### src/rtl/instr_l1_refill_ctrl.sv
// Miss/refill sequencer in front of the InstrL1 instruction cache.
// Define INSTR_L1_REFILL_BYPASS_EN to return the requested word straight from the fill burst.
module instr_l1_refill_ctrl #(
  parameter int unsigned ADDR_W     = 14,
  parameter int unsigned DATA_W     = 32,
  parameter int unsigned LINE_WORDS = 8,
  parameter int unsigned FLUSH_CYC  = 2
) (
  input  logic              clk,
  input  logic              reset_n,
  input  logic              cpu_req,
  input  logic [ADDR_W-1:0] cpu_addr,
  output logic              cpu_ready,
  output logic              cpu_valid,
  output logic [DATA_W-1:0] cpu_rdata,
  input  logic              flush_req,
  output logic              l1_we,
  output logic [ADDR_W-1:0] l1_addr,
  output logic [DATA_W-1:0] l1_data,
  output logic              l1_flush,
  input  logic [DATA_W-1:0] l1_dout,
  input  logic              l1_hit,
  output logic              mem_req,
  output logic [ADDR_W-1:0] mem_addr,
  input  logic              mem_ack,
  input  logic              mem_rvalid,
  input  logic [DATA_W-1:0] mem_rdata
);

  localparam int unsigned OFF_W = $clog2(LINE_WORDS);
  localparam int unsigned FC_W  = (FLUSH_CYC > 1) ? $clog2(FLUSH_CYC) : 1;

  localparam logic [2:0] S_FLUSH    = 3'd0;
  localparam logic [2:0] S_IDLE     = 3'd1;
  localparam logic [2:0] S_LOOKUP   = 3'd2;
  localparam logic [2:0] S_MISS_REQ = 3'd3;
  localparam logic [2:0] S_FILL     = 3'd4;
  localparam logic [2:0] S_REPLAY   = 3'd5;

  logic [2:0]        state_q, state_d;
  logic [ADDR_W-1:0] addr_q, addr_d;
  logic [OFF_W-1:0]  cnt_q, cnt_d;
  logic [FC_W-1:0]   fcnt_q, fcnt_d;
  logic              flush_pend_q, flush_pend_d;

  logic [ADDR_W-OFF_W-1:0] line;
  assign line = addr_q[ADDR_W-1:OFF_W];

  always_comb begin
    state_d      = state_q;
    addr_d       = addr_q;
    cnt_d        = cnt_q;
    fcnt_d       = fcnt_q;
    // A flush seen while busy is deferred until the controller is idle again.
    flush_pend_d = flush_pend_q | (flush_req & (state_q != S_IDLE));

    cpu_ready = 1'b0;
    cpu_valid = 1'b0;
    cpu_rdata = '0;
    l1_we     = 1'b0;
    l1_addr   = '0;
    l1_data   = '0;
    l1_flush  = 1'b0;
    mem_req   = 1'b0;
    mem_addr  = '0;

    case (state_q)
      S_FLUSH: begin
        l1_flush = 1'b1;
        if (fcnt_q == FC_W'(FLUSH_CYC - 1)) begin
          state_d = S_IDLE;
          fcnt_d  = '0;
        end else begin
          fcnt_d = fcnt_q + FC_W'(1);
        end
      end
      S_IDLE: begin
        cpu_ready = 1'b1;
        l1_addr   = cpu_addr;
        if (flush_req || flush_pend_q) begin
          state_d      = S_FLUSH;
          flush_pend_d = 1'b0;
        end else if (cpu_req) begin
          state_d = S_LOOKUP;
          addr_d  = cpu_addr;
        end
      end
      S_LOOKUP: begin
        l1_addr = addr_q;
        if (l1_hit) begin
          cpu_valid = 1'b1;
          cpu_rdata = l1_dout;
          state_d   = S_IDLE;
        end else begin
          state_d = S_MISS_REQ;
        end
      end
      S_MISS_REQ: begin
        mem_req  = 1'b1;
        mem_addr = {line, {OFF_W{1'b0}}};
        if (mem_ack) begin
          state_d = S_FILL;
          cnt_d   = '0;
        end
      end
      S_FILL: begin
        l1_addr = {line, cnt_q};
        if (mem_rvalid) begin
          l1_we   = 1'b1;
          l1_data = mem_rdata;
          cnt_d   = cnt_q + OFF_W'(1);
`ifdef INSTR_L1_REFILL_BYPASS_EN
          if (cnt_q == addr_q[OFF_W-1:0]) begin
            cpu_valid = 1'b1;
            cpu_rdata = mem_rdata;
          end
`endif
          if (cnt_q == {OFF_W{1'b1}}) begin
`ifdef INSTR_L1_REFILL_BYPASS_EN
            state_d = S_IDLE;
`else
            state_d = S_REPLAY;
`endif
          end
        end
      end
      S_REPLAY: begin
        state_d = S_LOOKUP;
      end
      default: begin
        state_d = S_FLUSH;
      end
    endcase
  end

  always_ff @(posedge clk or negedge reset_n) begin
    if (!reset_n) begin
      state_q      <= S_FLUSH;
      addr_q       <= '0;
      cnt_q        <= '0;
      fcnt_q       <= '0;
      flush_pend_q <= 1'b0;
    end else begin
      state_q      <= state_d;
      addr_q       <= addr_d;
      cnt_q        <= cnt_d;
      fcnt_q       <= fcnt_d;
      flush_pend_q <= flush_pend_d;
    end
  end

endmodule

### config.mk
export PLATFORM = sky130hd
export DESIGN_NAME = instr_l1_refill_ctrl
export DESIGN_NICKNAME = d
export VERILOG_FILES = /design/src/rtl/instr_l1_refill_ctrl.sv
export SDC_FILE = /design/constraint.sdc
export NUM_CORES = 1
export LEC_CHECK = 0
export ABC_AREA = 1
export CAP_MARGIN = 20
export CORE_MARGIN = 5
export CORE_UTILIZATION = 31
export DETAILED_ROUTE_END_ITERATION = 7
export GPL_TIMING_DRIVEN = 0
export PLACE_DENSITY = 0.93
export SYNTH_ARGS = -nofsm -noshare
export SYNTH_HDL_FRONTEND = slang
export SYNTH_SLANG_ARGS = --single-unit
export TNS_END_PERCENT = 10
### constraint.sdc
create_clock -name clk -period 1.8 [get_ports clk]
set_clock_uncertainty 0.15 [all_clocks]
set_input_delay 0.54 -clock clk [delete_from_list [all_inputs] [get_ports clk]]
set_output_delay 0.54 -clock clk [all_outputs]
set_load 0.02 [all_outputs]
==> reports/metrics.yaml, run 1 <==
synthesis:
  netlist_area_sq_mm: 0.00191
  ys_warn_count: 0
  syn_inst: 321
  synth_seq_cells: 22
  avgSynthCellArea_sq_um: 5.96
  yosysSeqAreaShare: 0.288
  synthDistinctLibCells: 24
placement:
  post-place-ws_ns: -0.798
  io_buffer_count: 176
  place_congestion: 0.757
  hpwl_mm: 7.29
  placed_cell_area_sq_mm: 0.00449
detailed_routing:
  dr.pass1.iters: 4
  wl_per_cell_microns: 16.8
  antenna_left: 0
  drc: 0
  initialDrtViolationCount: 95
  vias: 2849
  routed_via_density: 4.80
  wl_mm: 9.99
cells_and_area:
  layout-drive-gt1-share: 0.501
  final_util: 0.838
  fillers: 334
  multi_input_area_sq_mm: 0.00184
  layout_commonest_cell: "nand2_1"
  syn_to_final_growth_pct: 161
  fin_nets: 607
  mostFrequentLayoutCells: "nand2_1 (100), clkdlybuf4s50_1 (82), nor2_4 (74)"
  ff_latch_area_sq_um: 554
  antennaDiodeCount: 0
  post-route-cell-area_sq_mm: 0.00499
global_route:
  grt_max_degree: 23
  antenna_found_initial: 0
  first_global_vias: 3003
  grt.overflow.total: 0
  grt_usage: 0.241
  grt_first_pass_wirelength_mm: 14.6
critical_path:
  regToRegEndpoint: "state_q[0]"
  required_ns: 1.11
  r2r_setup_slack_ns: 0.11
  r2r-start: "state_q[1]"
  critPathMaxFanout: 10
  cp-start-kind: "flop"
  criticalPathCategory: "flop to primary output"
  cp-end-kind: "primary output"
  cp.buffers_inverters: 3
  cp_slowest_stage_delay_ns: 0.47
  slowest_stage: "dfrtp_2"
  rr_worst_depth: 9
  cp_top_family: "buffers and inverters"
  worstPathArrival_ns: 1.58
  cp_cell_sequence: "inv_4 -> nand3_4 -> buf_6 -> nor2_4 -> clkdlybuf4s15_2"
worst_hold_path:
  min-delay-start: "addr_q[10]"
  hp-class: "flop to flop"
  whs_path_depth: 2
  worst_hold_path.endpoint: "addr_q[10]"
floorplan:
  dieArea_sq_mm: 0.00785
  die_h_microns: 88.6
  die_w_microns: 88.6
  coreArea_sq_mm: 0.00596
  num_rows: 28
  io_pins: 182
  start_util: 0.321
sta:
  hold_violations: 0
  setup_tns_ns: -38.36
  setup_ws_ns: -0.468
  slew_headroom: 0.615
  post-route-period-util: 1.26
  worst_pin_slew_ns: 0.575
  fin_crit_ns: 2.27
  drv_slew: 0
  max_freq_ghz: 0.441
  setup_viol: 94
  rsz0062_at_grt: "true"
clocking:
  clk_pin_slew_worst_paths_ns: 0.08
  tritoncts: "built"
  clk_path_buf_depth: 2
  cts.htree.levels: 1
  clockRootBuffer: "clkbuf_8"
  numCtsBuffers: 3
  clock-sinks: 22
  ctsHoldBuffers: 0
  clkLatencyLatePin_ns: 0.27
outcome:
  status: "finished, violations left"
  violations: "setup timing"
power:
  power.leakage_uw: 0.00209
  powerDensity_mw_per_mm2: 1140
  ir_drop_uv: 937
flow_run:
  max_cap_viol_count: 0
[area by class of cell]
cell class / count / area share
Inverter: 41 / 0.0338
Sequential cell: 22 / 0.111
Multi-Input combinational cell: 239 / 0.369
Clock buffer: 4 / 0.0110
Timing Repair Buffer: 191 / 0.406
Buffer: 22 / 0.0501
Tap cell: 75 / 0.0188
[worst max-delay path by stage]
stage           startpoint            to  slack (ns)  cells after the start
3_3_place_gp   cpu_addr[1]    l1_addr[1]       -0.79                      4
6_report        state_q[0]  cpu_rdata[3]       -0.47                      5
5_1_grt         state_q[2]  cpu_rdata[3]       -0.54                      5
3_5_place_dp   cpu_addr[2]    l1_addr[2]       -0.80                      4
4_1_cts         state_q[0]   l1_addr[11]       -0.49                      7
2_1_floorplan   state_q[1]   l1_addr[10]       -0.08                      6
[registers in the layout, indices dropped and copies added, names as in the netlist]
| register | count |
|---|---|
| addr_q | 14 |
| cnt_q | 3 |
| state_q | 3 |
| fcnt_q | 1 |
| flush_pend_q | 1 |
[cell usage after synthesis, drive strengths merged]
cell / n / area [sq um]
dfrtp: 22 / 551
o22ai: 11 / 68.8
nand3: 8 / 57.6
nor2: 82 / 325
buf: 13 / 85.1
o211ai: 3 / 22.5
ha: 2 / 25.0
nand2: 110 / 438
clkbuf: 9 / 33.8
conb: 1 / 3.75
inv: 41 / 156
o21ai: 19 / 148
[routing by layer]
metal	up-vias	global-route usage	wire length [microns]
met3	28	0.0587	739
met4	0	0.0769	306
met2	115	0.479	5750
met5	-	0	0
li1	1367	-	-
met1	1339	0.241	3190
[what timing repair did]
| item | in CTS | in global routing |
|---|---|---|
| gates cloned | 2 | 2 |
| setup endpoints to repair | 94 | 109 |
| pin swaps | 1 | 8 |
| gates resized for setup | 481 | 23 |
| buffers inserted | 5 | 7 |
[worst min-delay path, delay by kind of cell (launching register included)]
| kind | cells | cell delay, ns |
|---|---|---|
| and+or+nand+nor | 1 | 0.06 |
| AOI/OAI and AO/OA | 1 | 0.04 |
| DFF | 1 | 0.37 |
[report_power, final]
part | switching [uW] | internal, uW
registers | 206 | 736
clock network | 167 | 195
logic | 2470 | 1940
[logic make-up after synthesis]
group                      count (synthesis)  share of synthesized area
buffers and inverters                     63                      0.144
and+or+nand+nor                          200                      0.429
AOI/OAI and AO/OA                         33                      0.125
DFF                                       22                      0.288
adders and majority gates                  2                     0.0131
other                                      1                    0.00196
[stage by stage]
stage	hold WS (ns)	std cells	power [uW]
finish	0.347	594	5720
global route	0.367	594	6030
floorplan	0.0944	323	3380
CTS	0.342	585	5520
global placement	0.303	574	4490
detailed placement	0.322	574	4610
Note: power is estimated with default switching activity, not from simulation.
==> run 2, diff against run 1 <==
CORE_UTILIZATION = 28   (was 31)
GPL_TIMING_DRIVEN = not set   (was 0)
HOLD_SLACK_MARGIN = 0.02   (was not set)
PLACE_DENSITY = 0.89   (was 0.93)
clock period = 1.95 ns   (was 1.8 ns; I/O delays follow)
==> reports/metrics.yaml, run 2 (synthesis results as in run 1) <==
critical_path:
  regToRegEndpoint: "addr_q[7]"
  slowest_stage: "dfrtp_2"
  cp-start-kind: "flop"
  cp_common_cell: "nand2_4"
  cp_cell_sequence: "nor2_4 -> nand2_4 -> nand2_4 -> inv_4 -> buf_12 -> o22ai_4 -> buf_6"
  cp-end-kind: "primary output"
  rr_worst_depth: 10  # +1
  criticalPathCategory: "flop to primary output"
  worstPathArrival_ns: 1.52  # -0.06 ns
  required_ns: 1.21  # +0.10 ns
  critPathMaxFanout: 8  # -2
  r2r-start: "state_q[2]"
  r2r_setup_slack_ns: 0.23  # +0.12 ns
  cp_slowest_stage_delay_ns: 0.48  # about the same
power:
  p_sw_frac: 0.485  # -0.0126
  internal-power_uw: 2620  # -8.9%
  power_frac_seq: 0.167  # +0.002
  p_comb_frac: 0.768  # -0.004
  finalPower_uw: 5080  # -11%
  ir_drop_uv: 1050  # +13%
  p_switching_uw: 2470  # -13%
  power.leakage_uw: 0.00220  # +5.4%
  p_clk_frac: 0.066  # +0.003
  powerDensity_mw_per_mm2: 1060  # -7.8%
detailed_routing:
  routed_via_density: 4.52  # -5.7%
  drc: 0  # unchanged
  wl_met3_microns: 547  # -26%
  dr.pass1.iters: 4  # unchanged
  wl_met2_mm: 5.02  # -13%
  wl_per_cell_microns: 15.1  # -10%
  routed.top_layer: "met4"
  wl_met1_mm: 3.54  # +11%
  antenna_left: 0  # unchanged
  wl_mm: 9.22  # -7.7%
  initialDrtViolationCount: 107  # +13%
  vias: 2767  # -2.9%
floorplan:
  dieArea_sq_mm: 0.00859  # +9.5%
  num_rows: 30  # +7.1%
  die_w_microns: 92.7  # +4.6%
  coreArea_sq_mm: 0.00672  # +13%
  die_h_microns: 92.7  # +4.6%
  io_pins: 182  # unchanged
  start_util: 0.285  # -0.0365
cells_and_area:
  layout_commonest_cell: "nand2_1"
  syn_to_final_growth_pct: 151
  ff_latch_area_sq_um: 553  # -0.23%
  layout-drive-gt1-share: 0.509  # +0.00844
  fillers: 500  # +50%
  largest_reg_flops: 14  # unchanged
  largest_register: "addr_q"
  fin_nets: 620  # +2.1%
  mostFrequentLayoutCells: "nand2_1 (100), clkdlybuf4s50_1 (80), buf_4 (65)"
  top_regs: "addr_q: 14 flops, cnt_q: 3 flops, state_q: 3 flops"
  antennaDiodeCount: 0  # unchanged
  final_util: 0.716  # -0.122
  multi_input_area_sq_mm: 0.00166  # -9.9%
sta:
  drv_slew: 0  # unchanged
  post-route-period-util: 1.16
  max_freq_ghz: 0.443
  setup_viol: 94  # unchanged
  fin_crit_ns: 2.26
  setup_ws_ns: -0.307  # +0.161 ns
  rsz0062_at_grt: "true"
  hold_violations: 0  # unchanged
  holdWs_ns: 0.344  # -0.00234 ns
  setup_tns_ns: -21.09  # +17.27 ns
clocking:
  clk_pin_slew_worst_paths_ns: 0.08  # about the same
  tritoncts: "built"
  ctsHoldBuffers: 0  # unchanged
  clock-sinks: 22  # unchanged
  numCtsBuffers: 3  # unchanged
  clk_path_buf_depth: 2  # unchanged
  cts_setup_buffers: 0  # -5
  clockRootBuffer: "clkbuf_8"
  cts.htree.levels: 1  # unchanged
  clkLatencyLatePin_ns: 0.26  # about the same
outcome:
  status: "finished, violations left"
  violations: "setup timing"
global_route:
  grt_first_pass_wirelength_mm: 14.1  # -3.2%
  antenna_found_initial: 0  # unchanged
  grt.overflow.total: 0  # unchanged
  first_global_vias: 2877  # -4.2%
  grt_max_degree: 33  # +43%
  grt_usage: 0.203  # -0.0380
placement:
  hpwl_mm: 7.35  # +0.73%
  io_buffer_count: 178  # +1.1%
  place_congestion: 0.827  # +9.2%
worst_hold_path:
  whs_path_depth: 2  # unchanged
  hp-class: "flop to flop"
  worst_hold_path.endpoint: "flush_pend_q"
  min-delay-start: "flush_pend_q"
flow_run:
  max_cap_viol_count: 0  # unchanged
run 2: area by class of cell:
class / instances / area share
clock buffer: 4 / 0.0114
inverter: 41 / 0.0341
multi-input combinational: 238 / 0.345
sequential: 22 / 0.115
tap: 80 / 0.0208
timing repair buffer: 227 / 0.474
run 2: how the worst max path moves through the flow:
stage	from	end
after floorplan	l1_hit	cpu_rdata[7]
after global placement	mem_rvalid	l1_we
after detailed placement	l1_hit	cpu_rdata[4]
after CTS	state_q[0]	cpu_rdata[0]
after global routing	state_q[1]	l1_addr[8]
final	state_q[1]	l1_addr[10]
run 2: per-layer routing:
layer / track usage / vias up
met1: 0.228 / 1266
met4: 0.0464 / 0
met2: 0.390 / 108
li1: - / 1383
met5: 0 / -
met3: 0.0382 / 10
run 2: timing repair:
action	in CTS	in global routing
endpoints found under the hold margin	0	0
gates resized for setup	529	35
endpoints found under the setup margin	99	94
pin swaps	4	3
cloned	3	1
run 2: metrics by stage:
step	std cells	worst slack [ns]	cell area [sq um]
final	612	-0.307	4810
after global routing	612	-0.359	4810
after CTS	611	-0.284	4660
after detailed placement	604	-0.924	4610
after global placement	604	-0.926	4610
after floorplan	323	-0.0570	2440
run 2: power groups by stage:
stage          logic [uW]  registers (uW)  clock network (uW)
6_report             3900             848                 333
4_1_cts              3820             837                 329
3_3_place_gp         3600             812                   0
5_1_grt              4160             876                 348
3_5_place_dp         3710             832                   0
2_1_floorplan        2160             810                   0
run 2: worst max-delay path, delay by kind of cell (launching register included):
family / cells / cell delay, ns
flops: 1 / 0.48
compound gates: 1 / 0.11
buf+inv: 3 / 0.34
simple gates: 3 / 0.33
